`src/rtl/vga_pkg.sv`:
```
`default_nettype none
// +----------------------------------------------------------------------------+
// | Module      : vga_pkg                                                      |
// | Description : Shared frame geometry, pixel width, feeder FSM states and    |
// |               colour-bar constants for the VGA pixel feeder.               |
// | Revision    : 1.0 - initial release                                        |
// +----------------------------------------------------------------------------+
package vga_pkg;

    localparam int c_H_ACTIVE = 640;
    localparam int c_V_ACTIVE = 480;
    localparam int c_PIXEL_W  = 24;

    typedef enum logic [1:0] {
        IDLE  = 2'd0,
        FETCH = 2'd1,
        DRAIN = 2'd2
    } state_t;

    localparam logic [c_PIXEL_W-1:0] c_BAR_WHITE   = 24'hFFFFFF;
    localparam logic [c_PIXEL_W-1:0] c_BAR_YELLOW  = 24'hFFFF00;
    localparam logic [c_PIXEL_W-1:0] c_BAR_CYAN    = 24'h00FFFF;
    localparam logic [c_PIXEL_W-1:0] c_BAR_GREEN   = 24'h00FF00;
    localparam logic [c_PIXEL_W-1:0] c_BAR_MAGENTA = 24'hFF00FF;
    localparam logic [c_PIXEL_W-1:0] c_BAR_RED     = 24'hFF0000;
    localparam logic [c_PIXEL_W-1:0] c_BAR_BLUE    = 24'h0000FF;
    localparam logic [c_PIXEL_W-1:0] c_BAR_BLACK   = 24'h000000;

    function automatic logic [c_PIXEL_W-1:0] bar_colour(input logic [2:0] idx);
        logic [c_PIXEL_W-1:0] colour;
        case (idx)
            3'd0:    colour = c_BAR_WHITE;
            3'd1:    colour = c_BAR_YELLOW;
            3'd2:    colour = c_BAR_CYAN;
            3'd3:    colour = c_BAR_GREEN;
            3'd4:    colour = c_BAR_MAGENTA;
            3'd5:    colour = c_BAR_RED;
            3'd6:    colour = c_BAR_BLUE;
            default: colour = c_BAR_BLACK;
        endcase
        return colour;
    endfunction

endpackage
`default_nettype wire

```
`src/rtl/vga_skid_fifo.sv`:
```
`default_nettype none
// +----------------------------------------------------------------------------+
// | Module      : vga_skid_fifo                                                |
// | Description : Small synchronous FIFO (DEPTH x WIDTH) with occupancy and    |
// |               synchronous flush; absorbs read returns while stalled.       |
// | Revision    : 1.0 - initial release                                        |
// +----------------------------------------------------------------------------+
module vga_skid_fifo #(
    parameter int DEPTH = 4,
    parameter int WIDTH = 24
) (
    input  logic                         clk,
    input  logic                         rst,
    input  logic                         i_flush,
    input  logic                         i_wr_en,
    input  logic [WIDTH-1:0]             i_din,
    input  logic                         i_rd_en,
    output logic [WIDTH-1:0]             o_dout,
    output logic [$clog2(DEPTH+1)-1:0]   o_count
);

    localparam int c_PTR_W = $clog2(DEPTH);
    localparam int c_CNT_W = $clog2(DEPTH+1);

    logic [WIDTH-1:0]   r_mem [DEPTH];
    logic [c_PTR_W-1:0] r_wr_ptr;
    logic [c_PTR_W-1:0] r_rd_ptr;
    logic [c_CNT_W-1:0] r_count;

    function automatic logic [c_PTR_W-1:0] ptr_next(input logic [c_PTR_W-1:0] ptr);
        return (ptr == c_PTR_W'(DEPTH-1)) ? '0 : ptr + c_PTR_W'(1);
    endfunction

    always_ff @(posedge clk) begin
        if (i_wr_en) begin
            r_mem[r_wr_ptr] <= i_din;
        end
    end

    always_ff @(posedge clk) begin
        if (rst || i_flush) begin
            r_wr_ptr <= '0;
            r_rd_ptr <= '0;
            r_count  <= '0;
        end else begin
            if (i_wr_en) begin
                r_wr_ptr <= ptr_next(r_wr_ptr);
            end
            if (i_rd_en) begin
                r_rd_ptr <= ptr_next(r_rd_ptr);
            end
            case ({i_wr_en, i_rd_en})
                2'b10:   r_count <= r_count + c_CNT_W'(1);
                2'b01:   r_count <= r_count - c_CNT_W'(1);
                default: r_count <= r_count;
            endcase
        end
    end

    assign o_dout  = r_mem[r_rd_ptr];
    assign o_count = r_count;

endmodule
`default_nettype wire

```
`src/rtl/vga_pixel_feeder.sv`:
```
`default_nettype none
// +----------------------------------------------------------------------------+
// | Module      : vga_pixel_feeder                                             |
// | Description : Streams one frame per vsync fall from a fixed-latency frame  |
// |               buffer into the VGA pixel FIFO. Optional colour-bar source   |
// |               enabled by macro VGA_FEEDER_TEST_PATTERN_EN.                 |
// | Revision    : 1.0 - initial release                                        |
// +----------------------------------------------------------------------------+
module vga_pixel_feeder
    import vga_pkg::*;
#(
    parameter int H_ACTIVE   = c_H_ACTIVE,
    parameter int V_ACTIVE   = c_V_ACTIVE,
    parameter int ADDR_W     = 19,
    parameter int RD_LAT     = 2,
    parameter int SKID_DEPTH = 4
) (
    input  logic                 clk,
    input  logic                 rst,
    input  logic                 vsync,
    input  logic                 fifo_full,
    output logic                 fifo_wr_en,
    output logic [c_PIXEL_W-1:0] fifo_din,
    output logic                 mem_rd_en,
    output logic [ADDR_W-1:0]    mem_addr,
    input  logic [c_PIXEL_W-1:0] mem_rdata,
    input  logic                 pat_en,
    output logic                 frame_busy,
    output logic                 frame_err
);

    localparam int c_NPIX  = H_ACTIVE * V_ACTIVE;
    localparam int c_CNT_W = $clog2(c_NPIX + 1);
    localparam int c_OCC_W = $clog2(SKID_DEPTH + 1);

    state_t               r_state;
    logic                 r_vsync_d;
    logic                 r_start;
    logic                 r_err;
    logic [ADDR_W-1:0]    r_addr;
    logic [c_CNT_W-1:0]   r_cnt;
    logic [RD_LAT-1:0]    r_vpipe;

    logic [c_OCC_W-1:0]   w_occ;
    logic [c_OCC_W-1:0]   w_inflight;
    logic                 w_issue;
    logic                 w_flush;
    logic                 w_push;
    logic                 w_cap_wr;
    logic [c_PIXEL_W-1:0] w_cap_data;
    logic [c_PIXEL_W-1:0] w_head;

    always_comb begin
        w_inflight = '0;
        for (int i = 0; i < RD_LAT; i++) begin
            w_inflight = w_inflight + c_OCC_W'(r_vpipe[i]);
        end
    end

    // Reads already in flight reserve their skid slot, so a stalled FIFO can never overflow it.
    assign w_flush  = r_start && (r_state != IDLE);
    assign w_issue  = (r_state == FETCH) && !r_start &&
                      (((c_OCC_W+1)'(w_occ) + (c_OCC_W+1)'(w_inflight)) < (c_OCC_W+1)'(SKID_DEPTH));
    assign w_push   = (w_occ != '0) && !fifo_full && !r_start;
    assign w_cap_wr = r_vpipe[RD_LAT-1] && !w_flush;

    always_ff @(posedge clk) begin
        if (rst) begin
            r_state   <= IDLE;
            r_vsync_d <= 1'b1;
            r_start   <= 1'b0;
            r_err     <= 1'b0;
            r_addr    <= '0;
            r_cnt     <= '0;
            r_vpipe   <= '0;
        end else begin
            r_vsync_d  <= vsync;
            r_start    <= r_vsync_d && !vsync;
            r_vpipe[0] <= w_issue;
            for (int i = 1; i < RD_LAT; i++) begin
                r_vpipe[i] <= r_vpipe[i-1];
            end

            case (r_state)
                IDLE: begin
                    r_addr <= '0;
                    r_cnt  <= '0;
                    if (r_start) begin
                        r_state <= FETCH;
                    end
                end
                FETCH, DRAIN: begin
                    if (r_start) begin
                        r_err   <= 1'b1;
                        r_state <= FETCH;
                        r_addr  <= '0;
                        r_cnt   <= '0;
                        r_vpipe <= '0;
                    end else if (r_state == FETCH) begin
                        if (w_issue) begin
                            if (r_cnt == c_CNT_W'(c_NPIX - 1)) begin
                                r_state <= DRAIN;
                                r_addr  <= '0;
                            end else begin
                                r_addr <= r_addr + ADDR_W'(1);
                                r_cnt  <= r_cnt + c_CNT_W'(1);
                            end
                        end
                    end else if ((w_inflight == '0) && (w_occ == '0)) begin
                        r_state <= IDLE;
                    end
                end
                default: r_state <= IDLE;
            endcase
        end
    end

`ifdef VGA_FEEDER_TEST_PATTERN_EN
    localparam int c_BAR_PIX = H_ACTIVE / 8;
    localparam int c_COL_W   = $clog2(H_ACTIVE);
    localparam int c_BPX_W   = $clog2(c_BAR_PIX + 1);

    logic               r_pat;
    logic [c_COL_W-1:0] r_col;
    logic [c_BPX_W-1:0] r_bar_px;
    logic [2:0]         r_bar;

    // Column tracking follows captured pixels, so bars stay aligned across stalls.
    always_ff @(posedge clk) begin
        if (rst) begin
            r_pat    <= 1'b0;
            r_col    <= '0;
            r_bar_px <= '0;
            r_bar    <= '0;
        end else if (r_start) begin
            r_pat    <= pat_en;
            r_col    <= '0;
            r_bar_px <= '0;
            r_bar    <= '0;
        end else if (w_cap_wr) begin
            if (r_col == c_COL_W'(H_ACTIVE - 1)) begin
                r_col    <= '0;
                r_bar_px <= '0;
                r_bar    <= '0;
            end else begin
                r_col <= r_col + c_COL_W'(1);
                if (r_bar_px == c_BPX_W'(c_BAR_PIX - 1)) begin
                    r_bar_px <= '0;
                    r_bar    <= r_bar + 3'd1;
                end else begin
                    r_bar_px <= r_bar_px + c_BPX_W'(1);
                end
            end
        end
    end

    assign w_cap_data = r_pat ? bar_colour(r_bar) : mem_rdata;
`else
    logic w_pat_unused;
    assign w_pat_unused = pat_en;
    assign w_cap_data   = mem_rdata;
`endif

    vga_skid_fifo #(
        .DEPTH (SKID_DEPTH),
        .WIDTH (c_PIXEL_W)
    ) u_skid (
        .clk     (clk),
        .rst     (rst),
        .i_flush (w_flush),
        .i_wr_en (w_cap_wr),
        .i_din   (w_cap_data),
        .i_rd_en (w_push),
        .o_dout  (w_head),
        .o_count (w_occ)
    );

    assign fifo_wr_en = w_push;
    assign fifo_din   = (w_occ != '0) ? w_head : '0;
    assign mem_rd_en  = w_issue;
    assign mem_addr   = r_addr;
    assign frame_busy = (r_state != IDLE);
    assign frame_err  = r_err;

endmodule
`default_nettype wire

```
`config.mk`:
```
export PLATFORM = sky130hd
export DESIGN_NAME = vga_pixel_feeder
export DESIGN_NICKNAME = d
export VERILOG_FILES = /design/src/rtl/vga_pkg.sv /design/src/rtl/vga_skid_fifo.sv /design/src/rtl/vga_pixel_feeder.sv
export SDC_FILE = /design/constraint.sdc
export NUM_CORES = 1
export LEC_CHECK = 0
export BUFFER_PORTS_ARGS = -buffer_cell sky130_fd_sc_hd__buf_2
export CAP_MARGIN = 20
export CORE_MARGIN = 2
export CORE_UTILIZATION = 60
export DETAILED_ROUTE_END_ITERATION = 7
export GPL_ROUTABILITY_DRIVEN = 0
export PLACE_DENSITY = 0.88
export SYNTH_ARGS = -nofsm -noshare
export SYNTH_HDL_FRONTEND = slang
export SYNTH_SLANG_ARGS = --single-unit
```
`constraint.sdc`:
```
create_clock -name clk -period 6.3 [get_ports clk]
set_input_delay 0.315 -clock clk [delete_from_list [all_inputs] [get_ports clk]]
set_output_delay 0.315 -clock clk [all_outputs]
set_load 0.1 [all_outputs]
```
# Word level (Yosys, flattened, before mapping)
# Memories as Yosys holds them, arrays and structs flattened. A register that Yosys moved wholly into a read port is not among the register bits.
# Index checks and enable logic that the tools add are counted.
[totals]
ramBits = 96
output_inout_bits = 47
elab_cells = 86
ff_bits = 52
inputBits = 29
n_memories = 1
[mem_list]
columns = ["name", "words", "width", "rd", "rd_clocked_by_memory_dff", "write_ports", "line_no", "source"]
rows = [
  ["u_skid.r_mem", 4, 24, 1, 1, 1, "vga_skid_fifo.sv:25", "logic [WIDTH-1:0] r_mem [DEPTH];"],
]
[classes]
n_mux = 27
n_addsub = 8
eq_ne = 14
n_lt_le_gt_ge = 1
reduce_logical = 25
[op_table]
columns = ["operator", "n"]
rows = [
  ["19-bit 2-to-1 mux", 8],
  ["19-bit case mux with 2 select lines", 2],
  ["19-bit by 1-bit adder with 19-bit output (second input constant)", 2],
  ["2-bit 2-to-1 mux", 12],
  ["24-bit 2-to-1 mux", 1],
  ["19-bit equality test (second input constant)", 1],
  ["4-bit != test (second input constant)", 3],
  ["3-bit != test (second input constant)", 3],
  ["2-bit equality test (second input constant)", 4],
  ["1-bit logical AND", 8],
  ["4-bit AND reduction", 2],
  ["3-bit logical NOT", 2],
  ["3-bit case mux with 2 select lines", 1],
  ["2-bit nonzero test", 3],
  ["2-bit by 1-bit adder with 2-bit output (second input constant)", 2],
  ["3-bit by 2-bit adder with 4-bit output", 1],
  ["2-bit by 1-bit equality test with 1-bit output (second input constant)", 2],
  ["1-bit logical NOT", 4],
  ["4-bit by 3-bit less-than comparator with 1-bit output (second input constant)", 1],
  ["2-bit case mux with 2 select lines", 1],
  ["3-bit by 1-bit adder with 3-bit output (second input constant)", 1],
  ["3-bit AND reduction", 1],
  ["3-bit nonzero test", 1],
  ["3-bit by 1-bit subtractor with 3-bit output (second input constant)", 1],
  ["other kinds (7)", 8],
]

# Longest topological paths before layout
[depth]
ltp_word = 8
depth_mapped = 12

# Modules after synthesis
# Synthesis repeated with hierarchy kept, for this count alone.
[hier_totals]
hier_cells = 482
hier_area_um2 = 6490.0
[by_module_without_submodules]
columns = ["module", "area_each_um2", "instances", "seq_area_each_um2", "cells_per_inst"]
rows = [
  ["vga_skid_fifo", 3940.0, 1, 3062.9, 170],
  ["vga_pixel_feeder", 2549.9, 1, 900.9, 312],
]

# Least setup slack after synthesis
# Ideal clock, no wire load.
[synth_timing]
path_kind = "register to register"
start = "reg u_skid.r_count[2] (netlist: u_skid.o_count[2])"
end = "reg u_skid.r_count[2] (netlist: u_skid.o_count[2])"
path_stages_with_launch = 10
setup_ns = 0.121
required_ns = 6.179
path_slack_ns = 2.043
arrival_ns = 4.136
cell_sequence = "dfxtp_1 -> nor3_1 -> nor3_1 -> ha_1 -> inv_1 -> fa_1 -> xor2_1 -> nor2_1 -> xnor2_1 -> nor2_1"
[synth_via]
elab_chain_cells = 5
[synth_lines]
columns = ["element", "line_no", "source"]
rows = [
  ["from (decl)", "vga_skid_fifo.sv:28", "logic [c_CNT_W-1:0] r_count;"],
  ["from (signal assigned)", "vga_skid_fifo.sv:53", "2'b10: r_count <= r_count + c_CNT_W'(1);"],
  ["from (signal assigned)", "vga_skid_fifo.sv:54", "2'b01: r_count <= r_count - c_CNT_W'(1);"],
  ["from (signal assigned)", "vga_skid_fifo.sv:55", "default: r_count <= r_count;"],
  ["3-bit nonzero test *", "vga_pixel_feeder.sv:64", "assign w_push = (w_occ != '0) && !fifo_full && !r_start;"],
  ["1-bit logical AND * (2 in a row)", "vga_pixel_feeder.sv:64", ""],
  ["via fifo_wr_en", "vga_pixel_feeder.sv:22", "output logic fifo_wr_en,"],
  ["2-bit by 1-bit equality test with 1-bit output or 2-bit equality test (tied branches)", "vga_skid_fifo.sv:52", "case ({i_wr_en, i_rd_en})"],
  ["3-bit case mux with 2 select lines or 2-bit nonzero test (tied branches)", "-", ""],
]
# The timed path passes the listed nets; every way through them passes the cells marked *.
# A chain may end at the register's enable or synchronous reset.

# Worst setup path in the final report
[layout_timing]
start = "reg r_state[0]"
end = "reg r_addr[14] (netlist: mem_addr[14])"
[layout_via]
elab_chain_cells = 5
[layout_lines]
columns = ["element", "line_no", "source"]
rows = [
  ["from (decl)", "vga_pixel_feeder.sv:36", "state_t r_state;"],
  ["from (signal assigned)", "vga_pixel_feeder.sv:69", "r_state <= IDLE;"],
  ["from (signal assigned)", "vga_pixel_feeder.sv:89", "r_state <= FETCH;"],
  ["from (signal assigned)", "vga_pixel_feeder.sv:95", "r_state <= FETCH;"],
  ["2-bit by 1-bit equality test with 1-bit output", "vga_pixel_feeder.sv:62, vga_pixel_feeder.sv:84, vga_pixel_feeder.sv:99", ""],
  ["1-bit logical AND (2 in a row)", "vga_pixel_feeder.sv:62", "assign w_issue = (r_state == FETCH) && !r_start &&"],
  ["3-bit != test (no line)", "-", ""],
  ["3-bit AND reduction (no line)", "-", ""],
  ["to (signal assigned)", "vga_pixel_feeder.sv:105", "r_addr <= r_addr + ADDR_W'(1);"],
  ["to (decl)", "vga_pixel_feeder.sv:40", "logic [ADDR_W-1:0] r_addr;"],
]
# Several ways; a longest one is shown, not always the timed one.

==> flow_summary.toml <==
[run_status]
outcome = "finished clean"

[setup_path]
cp_max_fo = 19
crit_start = "r_state[0]$_SDFFE_PP0P_"
timing.critical_path.buf_inv = 1
worstSetupEndpointType = "flip-flop"
crit_chain = "inv_1, ha_1, and2b_1, o2bb2ai_1, a21o_1, nor2_1"
cp_slowest_cell = "o2bb2ai_1"
max_stage_delay_ns = 0.83
path_class = "reg -> reg"
critPathLaunchType = "flip-flop"
crit_arrival_ns = 3.35
critical-path-top-delay-family = "compound AO/OA/AOI/OAI gates"
r2r_start = "r_state[0]$_SDFFE_PP0P_"
worstPathRequired_ns = 6.69

[synthesis]
syn-cell-area_sq_mm = 0.00650
yosysUniqueCellTypes = 59
async_reset_ff_frac = 0
synth_top_flop_cell = "edfxtp_1"
syn_avg_cell_area_sq_um = 13.4
synthesis.nets = 530
ys_warn_count = 0
ys_seq_area_frac = 0.610
synth-edff-count = 96
synth_cells = 485
ys_ff_latch = 150

[floorplan]
rows = 37
coreArea_sq_mm = 0.0104
die_area_sq_mm = 0.0117
die_x_um = 108
io_pins = 76
fp.dieH_um = 108
start_util = 0.624

[power_and_ir_drop]
intPower_mw = 1.78
power_frac_comb = 0.236
seqPwrFrac = 0.406
ir_drop_uv = 265
clockPowerShare = 0.358
power_density_mw_per_mm2 = 351
power.leakage_nw = 2.73
swShare = 0.349
p_sw_mw = 0.952

[timing]
rsz0062_at_grt = "false"
clock_skew_ns = 0.00784
fin_crit_sh = 0.469
setup_viol = 0
fmax_mhz = 339
worst_slew_pin_slew_ns = 0.954
hold_violations = 0
min_period_ns = 2.95
final.setup.tns_ns = 0
final_max_slew_viol_count = 0
relSlewSlack = 0.364

[finish]
syn2layout_area_growth_pct = 19.7
final_common_cell = "edfxtp_1"
final_cell_count_no_fill = 734
nNetsFinal = 630
final_layout_size_suffix_gt1_frac = 0.251
antenna_cells = 0
final_cell_mix = "edfxtp_1, buf_2, dfxtp_1, nor2_1, nand2_1"

[worst_hold_path]
min_from = "mem_rdata[22]"
worstHoldPathType = "in -> reg"

[global_route]
grt_overflow = 0
first_global_vias = 4470
grt_max_degree = 29
track_usage = 0.258
antenna_found_initial = 0
grt_pass1_wl_um = 22500

[clock_tree]
clock_latency_ns = 0.53
root_buffer = "clkbuf_8"
h-tree-depth = 4
clock_path_buffers = 2
cts_tree = "built"
cts_buffers = 17
clk_pin_slew_worst_paths_ns = 0.07
cts.sinks = 150

[place]
dpl.hpwl_um = 8490
placed_cells = 681
port-buffer-count = 74

[routing]
ant_nets = 0
drcViolationCount = 0
top_layer = "met4"
wire_per_inst_um = 19.2
wl_met3_um = 860
wl_met2_um = 7550
via_count = 4398
routed_wirelength_um = 14100
dr.pass1.iters = 5
via_per_inst = 5.99
drt-met1-wl_um = 5460
drt_first_iter_violations = 231

[job]
cap_violations = 0
final timing paths:
kind | to | slack (ns) | cells past startpoint
min | u_skid.r_mem[3][22]$_DFFE_PP_ | 0.01 | 1
max reg2reg | mem_addr[14]$_SDFFE_PP0P_ | 3.35 | 6
max | mem_addr[14]$_SDFFE_PP0P_ | 3.35 | 6
min reg2reg | r_start$_SDFF_PP0_ | 0.42 | 2
power groups by stage:
stage          registers [mW]  logic, mW  clock network, mW
3_3_place_gp             1.13      0.607                  0
3_5_place_dp             1.13      0.626                  0
5_1_grt                  1.11      0.688               1.03
2_1_floorplan            1.14      0.494                  0
6_report                 1.11      0.644              0.976
4_1_cts                  1.11      0.642              0.986
sequential cells by signal (all words and copies together), names as in the netlist, named ones only:
name             cells
u_skid.r_mem        96
mem_addr            19
r_cnt               19
u_skid.o_count       3
r_state              2
r_vpipe              2
u_skid.r_rd_ptr      2
u_skid.r_wr_ptr      2
frame_err            1
r_start              1
r_vsync_d            1
cell type report:
cell class              instances  area [sq um]
flip-flops and latches        150          3970
well taps                     136           170
clock inverters                15           163
fillers                       675          2640
clock buffers                  17           414
multi-input cells             298          2370
repair buffers                101           626
inverters                      17          63.8
metal layers:
metal / GRT usage / vias to the layer above
li1: - / 2036
met1: 0.309 / 2160
met2: 0.468 / 178
met3: 0.0524 / 24
met4: 0.0824 / 0
met5: 0 / -
synthesized netlist by cell type (11+ instances only):
cell / count / area, sq um
nor2_1: 36 / 135
xor2_1: 11 / 96.3
nor3_1: 11 / 55.1
nor2b_1: 24 / 150
nand4_1: 11 / 68.8
xnor2_1: 11 / 96.3
a21oi_1: 15 / 75.1
ha_1: 15 / 188
nand2_1: 28 / 105
inv_1: 17 / 63.8
mux4_2: 24 / 541
nand3_1: 19 / 95.1
dfxtp_1: 54 / 1080
edfxtp_1: 96 / 2880
timing repair:
item,CTS,global route
gates resized for setup,0,0
hold buffers,21,0
hold endpoints to repair,71,0
setup buffers,0,0
cells by family (layout without fill, tap and decap cells):
logic type | Yosys count | after routing | synth area share
AO/OA/AOI/OAI | 59 | 59 | 0.0655
XOR/XNOR | 22 | 22 | 0.0297
adder cells (fa/ha/maj) | 16 | 16 | 0.0320
buffers and inverters | 37 | 150 | 0.0252
flip-flops | 150 | 150 | 0.610
multiplexers | 27 | 27 | 0.0878
AND/OR/NAND/NOR | 174 | 174 | 0.150
stage by stage:
step	instance area (sq um)	hold WS (ns)	setup slack (ns)	power [mW]	util
finish	7770	0.0128	3.35	2.73	0.746
global route	7770	0.00286	3.12	2.83	0.746
detailed placement	6990	0.413	3.41	1.76	0.671
global placement	6990	0.404	3.53	1.73	0.671
floorplan	6500	0.392	2.04	1.64	-
CTS	7770	0.000738	3.36	2.74	0.746
Power figures use the tool's default switching activity.
